`src/rtl/pixel_pkg.sv`:
```
// Shared definitions for the pixel array sequencer.
// Holds the sequencer state encoding, the ADC and pixel-bus widths, and the
// width of the phase timer.
package pixel_pkg;

  localparam int ADC_W   = 8;
  localparam int N_PIX   = 4;
  localparam int PIX_W   = ADC_W * N_PIX;
  localparam int TIMER_W = 16;

  typedef enum logic [2:0] {
    ST_IDLE    = 3'd0,
    ST_ERASE   = 3'd1,
    ST_EXPOSE  = 3'd2,
    ST_CONVERT = 3'd3,
    ST_READ    = 3'd4
  } state_e;

endpackage

```
`src/rtl/pixel_if.sv`:
```
// Bus between the sequencer and the pixel array / frame consumer.
// master : the sequencer (drives strobes, ADC count, captured frame)
// slave  : the array side and frame consumer (drives start, pixel bus values)
interface pixel_if;
  import pixel_pkg::*;

  logic             start;
  logic             busy;
  logic             erase;
  logic             expose;
  logic             convert;
  logic             read;
  logic [ADC_W-1:0] cnt_out;
  logic             cnt_oe;
  logic [PIX_W-1:0] pix_data_in;
  logic [PIX_W-1:0] pixel_data;
  logic             frame_valid;

  modport master (
    input  start, pix_data_in,
    output busy, erase, expose, convert, read, cnt_out, cnt_oe,
           pixel_data, frame_valid
  );

  modport slave (
    output start, pix_data_in,
    input  busy, erase, expose, convert, read, cnt_out, cnt_oe,
           pixel_data, frame_valid
  );

endinterface

```
`src/rtl/pixel_adc_counter.sv`:
```
// 8-bit ADC ramp counter.
// clk   : system clock
// reset : synchronous active-high reset
// clr   : synchronous clear (wins over en)
// en    : count up by one
// count : registered count value
// tc    : terminal count, high when count is all ones
module adc_counter
  import pixel_pkg::*;
(
  input  logic             clk,
  input  logic             reset,
  input  logic             clr,
  input  logic             en,
  output logic [ADC_W-1:0] count,
  output logic             tc
);

  logic [ADC_W-1:0] count_q;
  logic [ADC_W-1:0] count_d;

  // Next count: clear has priority over increment.
  always_comb begin
    count_d = count_q;
    if (clr) begin
      count_d = {ADC_W{1'b0}};
    end else if (en) begin
      count_d = count_q + {{(ADC_W-1){1'b0}}, 1'b1};
    end else begin
      count_d = count_q;
    end
  end

  // Count register.
  always_ff @(posedge clk) begin
    if (reset) begin
      count_q <= {ADC_W{1'b0}};
    end else begin
      count_q <= count_d;
    end
  end

  assign count = count_q;
  assign tc    = (count_q == {ADC_W{1'b1}});

endmodule

```
`src/rtl/pixel_ctrl.sv`:
```
// Sequencer for the 2x2 pixel array: erase, expose, ramp conversion, readout.
// clk   : system clock, rising edge
// reset : synchronous active-high reset
// bus   : pixel_if.master -- start/pix_data_in in; busy, erase, expose,
//         convert, read, cnt_out, cnt_oe, pixel_data, frame_valid out.
// Every output is a flop loaded from the next state, so it is valid in the
// same cycle the corresponding state is entered.
module pixel_ctrl
  import pixel_pkg::*;
#(
  parameter int C_ERASE  = 5,
  parameter int C_EXPOSE = 255,
  parameter int C_READ   = 2
) (
  input  logic     clk,
  input  logic     reset,
  pixel_if.master  bus
);

  localparam logic [TIMER_W-1:0] T_ERASE   = TIMER_W'(C_ERASE - 1);
  localparam logic [TIMER_W-1:0] T_EXPOSE  = TIMER_W'(C_EXPOSE - 1);
  localparam logic [TIMER_W-1:0] T_CONVERT = TIMER_W'((1 << ADC_W) - 1);
  localparam logic [TIMER_W-1:0] T_READ    = TIMER_W'(C_READ - 1);

  state_e             state_q, state_d;
  logic [TIMER_W-1:0] timer_q, timer_d;
  logic               capture_s;

  logic               busy_q, busy_d;
  logic               erase_q, erase_d;
  logic               expose_q, expose_d;
  logic               convert_q, convert_d;
  logic               read_q, read_d;
  logic               cnt_oe_q, cnt_oe_d;
  logic               frame_valid_q, frame_valid_d;
  logic [PIX_W-1:0]   pixel_data_q, pixel_data_d;

  logic [ADC_W-1:0]   cnt_s;
  logic               cnt_tc_s;
  logic               cnt_en_s;
  logic               cnt_clr_s;

  // The ramp only runs in CONVERT; it clears on the terminal cycle so the
  // count is back at zero when READ begins, and stays cleared elsewhere.
  assign cnt_en_s  = (state_q == ST_CONVERT) && !cnt_tc_s;
  assign cnt_clr_s = (state_q != ST_CONVERT) || cnt_tc_s;

  adc_counter u_adc_counter (
    .clk   (clk),
    .reset (reset),
    .clr   (cnt_clr_s),
    .en    (cnt_en_s),
    .count (cnt_s),
    .tc    (cnt_tc_s)
  );

  // State register, phase timer and registered outputs.
  always_ff @(posedge clk) begin
    if (reset) begin
      state_q       <= ST_IDLE;
      timer_q       <= {TIMER_W{1'b0}};
      busy_q        <= 1'b0;
      erase_q       <= 1'b0;
      expose_q      <= 1'b0;
      convert_q     <= 1'b0;
      read_q        <= 1'b0;
      cnt_oe_q      <= 1'b0;
      frame_valid_q <= 1'b0;
      pixel_data_q  <= {PIX_W{1'b0}};
    end else begin
      state_q       <= state_d;
      timer_q       <= timer_d;
      busy_q        <= busy_d;
      erase_q       <= erase_d;
      expose_q      <= expose_d;
      convert_q     <= convert_d;
      read_q        <= read_d;
      cnt_oe_q      <= cnt_oe_d;
      frame_valid_q <= frame_valid_d;
      pixel_data_q  <= pixel_data_d;
    end
  end

  // Next-state and timer: the timer is loaded with (duration-1) on entry and
  // the phase ends when it reaches zero. CONVERT ends on the ADC terminal count.
  always_comb begin
    state_d   = state_q;
    timer_d   = timer_q;
    capture_s = 1'b0;
    case (state_q)
      ST_IDLE: begin
        if (bus.start) begin
          state_d = ST_ERASE;
          timer_d = T_ERASE;
        end else begin
          state_d = ST_IDLE;
        end
      end
      ST_ERASE: begin
        if (timer_q == {TIMER_W{1'b0}}) begin
          state_d = ST_EXPOSE;
          timer_d = T_EXPOSE;
        end else begin
          timer_d = timer_q - TIMER_W'(1);
        end
      end
      ST_EXPOSE: begin
        if (timer_q == {TIMER_W{1'b0}}) begin
          state_d = ST_CONVERT;
          timer_d = T_CONVERT;
        end else begin
          timer_d = timer_q - TIMER_W'(1);
        end
      end
      ST_CONVERT: begin
        if (cnt_tc_s) begin
          state_d = ST_READ;
          timer_d = T_READ;
        end else begin
          timer_d = timer_q - TIMER_W'(1);
        end
      end
      ST_READ: begin
        if (timer_q == {TIMER_W{1'b0}}) begin
          state_d   = ST_IDLE;
          timer_d   = {TIMER_W{1'b0}};
          capture_s = 1'b1;
        end else begin
          timer_d = timer_q - TIMER_W'(1);
        end
      end
      default: begin
        state_d = ST_IDLE;
        timer_d = {TIMER_W{1'b0}};
      end
    endcase
  end

  // Output decode from the next state, so outputs line up with the state.
  always_comb begin
    busy_d        = (state_d != ST_IDLE);
    erase_d       = (state_d == ST_ERASE);
    expose_d      = (state_d == ST_EXPOSE);
    convert_d     = (state_d == ST_CONVERT);
    read_d        = (state_d == ST_READ);
    cnt_oe_d      = (state_d == ST_CONVERT);
    frame_valid_d = capture_s;
    if (capture_s) begin
      pixel_data_d = bus.pix_data_in;
    end else begin
      pixel_data_d = pixel_data_q;
    end
  end

  assign bus.busy        = busy_q;
  assign bus.erase       = erase_q;
  assign bus.expose      = expose_q;
  assign bus.convert     = convert_q;
  assign bus.read        = read_q;
  assign bus.cnt_out     = cnt_s;
  assign bus.cnt_oe      = cnt_oe_q;
  assign bus.frame_valid = frame_valid_q;
  assign bus.pixel_data  = pixel_data_q;

endmodule
```
`src/flat_wrapper.sv`:
```
// flat-port wrapper written by rule: the top's interface ports become plain ports
module pixel_ctrl_flat import pixel_pkg::*;
#(
  parameter int C_ERASE  = 5,
  parameter int C_EXPOSE = 255,
  parameter int C_READ   = 2
)
  (clk, reset, bus_start, bus_pix_data_in, bus_busy, bus_erase, bus_expose, bus_convert, bus_read, bus_cnt_out, bus_cnt_oe, bus_pixel_data, bus_frame_valid);
  pixel_if bus_i ();
  input  logic clk;
  input  logic reset;
  input wire logic [$bits(bus_i.start)-1:0] bus_start;
  input wire logic [$bits(bus_i.pix_data_in)-1:0] bus_pix_data_in;
  output wire logic [$bits(bus_i.busy)-1:0] bus_busy;
  output wire logic [$bits(bus_i.erase)-1:0] bus_erase;
  output wire logic [$bits(bus_i.expose)-1:0] bus_expose;
  output wire logic [$bits(bus_i.convert)-1:0] bus_convert;
  output wire logic [$bits(bus_i.read)-1:0] bus_read;
  output wire logic [$bits(bus_i.cnt_out)-1:0] bus_cnt_out;
  output wire logic [$bits(bus_i.cnt_oe)-1:0] bus_cnt_oe;
  output wire logic [$bits(bus_i.pixel_data)-1:0] bus_pixel_data;
  output wire logic [$bits(bus_i.frame_valid)-1:0] bus_frame_valid;
  assign bus_i.start = bus_start;
  assign bus_i.pix_data_in = bus_pix_data_in;
  assign bus_busy = bus_i.busy;
  assign bus_erase = bus_i.erase;
  assign bus_expose = bus_i.expose;
  assign bus_convert = bus_i.convert;
  assign bus_read = bus_i.read;
  assign bus_cnt_out = bus_i.cnt_out;
  assign bus_cnt_oe = bus_i.cnt_oe;
  assign bus_pixel_data = bus_i.pixel_data;
  assign bus_frame_valid = bus_i.frame_valid;
  pixel_ctrl #(.C_ERASE(C_ERASE), .C_EXPOSE(C_EXPOSE), .C_READ(C_READ)) u_core (.clk(clk), .reset(reset), .bus(bus_i));
endmodule
```
`config.mk`:
```
export PLATFORM = sky130hd
export DESIGN_NAME = pixel_ctrl_flat
export DESIGN_NICKNAME = d
export VERILOG_FILES = /design/src/rtl/pixel_pkg.sv /design/src/rtl/pixel_if.sv /design/src/rtl/pixel_adc_counter.sv /design/src/rtl/pixel_ctrl.sv /design/src/flat_wrapper.sv
export SDC_FILE = /design/constraint.sdc
export NUM_CORES = 1
export LEC_CHECK = 0
export ABC_AREA = 1
export ABC_CLOCK_PERIOD_IN_PS = 3300
export CAP_MARGIN = 20
export CORE_ASPECT_RATIO = 1.2
export CORE_UTILIZATION = 25
export CTS_CLUSTER_DIAMETER = 40
export DETAILED_ROUTE_END_ITERATION = 8
export GPL_ROUTABILITY_DRIVEN = 0
export RECOVER_POWER = 25
export SYNTH_ARGS = -nofsm -noshare
export SYNTH_HDL_FRONTEND = slang
export SYNTH_SLANG_ARGS = --single-unit
```
`constraint.sdc`:
```
create_clock -name clk -period 3.3 [get_ports clk]
set_input_delay 0.99 -clock clk [delete_from_list [all_inputs] [get_ports clk]]
set_output_delay 0.99 -clock clk [all_outputs]
set_load 0.03 [all_outputs]
```
==> metrics.md <==
| Metric | Value |
|---|---|
| Outcome | complete, no violations |
| Post-Syn Instances | 381 |
| Wire per inst | roughly 11 um |
| Worst EP arrival | 2.87 ns |
| Footprint of the multi-input gates | 0.001341 mm2 |
| P per Cell Area | approximately 780 mW/mm2 |
| Setup ws final | 0.6472 ns |
| Skew-Pair Late Insertion Delay | 0.33 ns |
| Fill cell count | 1157 |
| Mapped Area | a little under 0.003 mm2 |
| DRC errors left | 0 |
| H-Tree Depth | 3 |
| Hold EP | u_core.bus.pixel_data[5]$_SDFFE_PP0P_ |
| Reg-to-Reg Start | u_core.state_q[0]$_SDFF_PP0_ |
| Fin Clk Skew | around 0.0075 ns |
| Fraction of layout cells with a size suffix above 1 | 0.07576 |
| Max Cap Viol | 0 |
| Placed cell count | 600 |
| Fmax | 377.0 MHz |
| Detailed placement HPWL | 4.967 mm |
| Number of synthesized flops with an enable pin | 0 |
| Ant diodes | 0 |
| Synth area leaders | dfxtp_1, nand2_1, nand3_1 |
| Antenna viol nets, final | 0 |
| Synth unique cells | 30 |
| Die area | 0.01210 mm2 |
| All-Layer GR Usage | 0.1204 |
| Gr ovfl total | 0 |
| Syn nets | 418 |
| Setup repair bufs after CTS | 0 |
| Fin Hold WS | 0.4593 ns |
| Register Area | around 0.0013 mm2 |
| Leakage | 1.566 nW |
| Finished Layout Cells | 616 |
| Final Max Slew Viols | 0 |
| NumNets Final | 494 |
| Clock transition at path regs | 0.05 ns |
| Top cell type's share of synthesized area | 0.4464 |
| Final Core Density | 0.3634 |
| FP Rows | 42 |
| Top FF cell, synth | dfxtp_1 |
| R2r endpoint | u_core.timer_q[3]$_SDFFE_PP0P_ |
| Sequential share of the synthesized area | 0.4464 |
| DP Worst Slack | roughly 0.89 ns |
| Hold Path Stages | 2 |
| Longest Clk Path Bufs | 2 |
| Via count | approximately 2600 |
| Number of vias per cell | 4.294 |
| PortBufs | 81 |
| Peak VDD IR | 0.4068 mV |
| Pre-Repair DR Iteration Count | 4 |
| Period utilization | 0.8039 |
| Antenna violations before repair | 0 |
| Number of synthesized register bits | 65 |
| CTS resizes | 0 |
| Die height | 120.3 um |
| Crit path launch type | input port |
| Setup-failing EPs final | 0 |
| I/O pin count | 82 |
| CTS tree | built |
| Most numerous cell in the Yosys netlist | nand2_1 |
| Critical path fanouts, max | 16 |
| Slew headroom | 0.04919 |
| RSZ-0062 raised after global routing | false |
| CTS root buf | clkbuf_16 |
| Yosys top cell by area | dfxtp_1 |
| Commonest cells post-synth | nand2_1, dfxtp_1, nand3_1, a21oi_1, nor2_1 |
| Fin crit period | 2.653 ns |
| Ys async rst share | 0 |
| Worst reg2reg path depth | 7 |
| Worst path required time | 3.51 ns |
| Hold_sp | u_core.bus.pixel_data[5]$_SDFFE_PP0P_ |
| CP Capture Type | register |
| Die X | about 100 um |
| Ys Warns | 0 |
| Hold Vio Cnt, Final | 0 |
| Hold crit path type | reg2reg |
| Setup TNS | 0 ns |
| TritonCTS Sinks | 65 |
| Worst Max-Slew Pin Slew | 1.425 ns |
| Core area | roughly 0.011 mm2 |
| CTS Buf Count | 9 |
| Initial Util | 0.2605 |
| Vias in the first global route | 2499 |
| First-pass GRT wire length | ~11 mm |
| Worst Setup Path Type | in2reg |
| Number of DRC markers in iteration 0 | 88 |
| Post-Route WL | 6.967 mm |
| Area added between synthesis and finish | 39.53% |
| Post-CTS Hold Buffers | 0 |
| Largest net degree at the start of global routing | 45 |
| Syn_area_per_cell | between 7 and 8 um2 |
| Worst R2R Setup Slack | 0.77 ns |
-- cell type report --
cell class              count  share of cell area
clock buffers              10             0.05875
multi-input cells         271              0.3297
clock inverters             6             0.01661
well taps                 154             0.04737
inverters                  28             0.02707
flip-flops and latches     65              0.3199
repair buffers             82              0.2006
-- layer usage --
| metal | routed length [um] | global-route usage | vias up | share of wire |
|---|---|---|---|---|
| met5 | 0 | 0 | - | 0 |
| met4 | 91 | 0.05163 | 0 | 0.013 |
| met3 | 361 | 0.03064 | 6 | 0.052 |
| li1 | - | - | 1380 | - |
| met1 | 3190 | 0.1427 | 1189 | 0.46 |
| met2 | 3323 | 0.2042 | 70 | 0.48 |
-- worst max path at each step --
stage / startpoint / end / slack [ns] / cells past startpoint
after floorplan: reset / u_core.bus.busy$_SDFF_PP0_ / 1.55 / 5
after detailed placement: bus_start / u_core.timer_q[10]$_SDFFE_PP0P_ / 0.89 / 6
after CTS: u_core.u_adc_counter.count[6]$_SDFFE_PP0P_ / bus_cnt_out[6] / 0.85 / 1
after global placement: bus_start / u_core.timer_q[10]$_SDFFE_PP0P_ / 0.89 / 6
final: bus_start / u_core.timer_q[10]$_SDFFE_PP0P_ / 0.65 / 6
after global routing: u_core.state_q[1]$_SDFF_PP0_ / u_core.timer_q[4]$_SDFFE_PP0P_ / 0.46 / 9
-- cell usage in the layout, fill, tap and decap left out, types with 2 or more instances in the layout --
| master | instances |
|---|---|
| clkinv_4 | 2 |
| clkdlybuf4s50_1 | 80 |
| nand3_1 | 51 |
| ha_1 | 2 |
| nor2_2 | 5 |
| xnor2_1 | 8 |
| nor2_4 | 3 |
| dfxtp_1 | 65 |
| clkinvlp_4 | 2 |
| nand2_2 | 3 |
| nand2_4 | 2 |
| nand4_1 | 4 |
| inv_1 | 27 |
| nand2_1 | 92 |
| a21oi_1 | 44 |
| xor2_1 | 7 |
| o21ai_0 | 2 |
| nor2_1 | 38 |
| clkbuf_16 | 9 |
| nand3_2 | 2 |
-- critical path: stages --
cell and delay, ns:
clkdlybuf4s50_1 0.42, nor2_1 0.95, nor2_1 0.14, or2_1 0.26
nand3_1 0.07, nor2_1 0.04
-- logic make-up after synthesis --
family	count (synthesis)	synth area share
flops	65	0.4464
buf+inv	45	0.08412
compound gates	49	0.08627
xor+xnor	15	0.04507
simple gates	205	0.3296
fa+ha+maj	2	0.008582
-- where the power goes --
part           internal (mW)  switching (mW)
clock                  0.605           0.344
combinational          0.431           0.810
sequential             0.878          0.0884
total                   1.91            1.24
-- per-stage QoR --
stage / power [mW] / area, um2
after floorplan: 2.099 / 2915
after global placement: 2.229 / 3791
after detailed placement: 2.230 / 3791
after CTS: 3.202 / 4098
after global routing: 3.406 / 4068
final: 3.156 / 4068
-- flip-flops by register name, indices dropped and copies added (netlist names) --
name,count
u_core.bus.expose,1
u_core.bus.erase,1
u_core.state_q,3
u_core.bus.convert,1
u_core.bus.busy,1
u_core.bus.read,1
u_core.u_adc_counter.count,8
u_core.bus.frame_valid,1
u_core.bus.pixel_data,32
u_core.timer_q,16
Power figures use the tool's default switching activity.
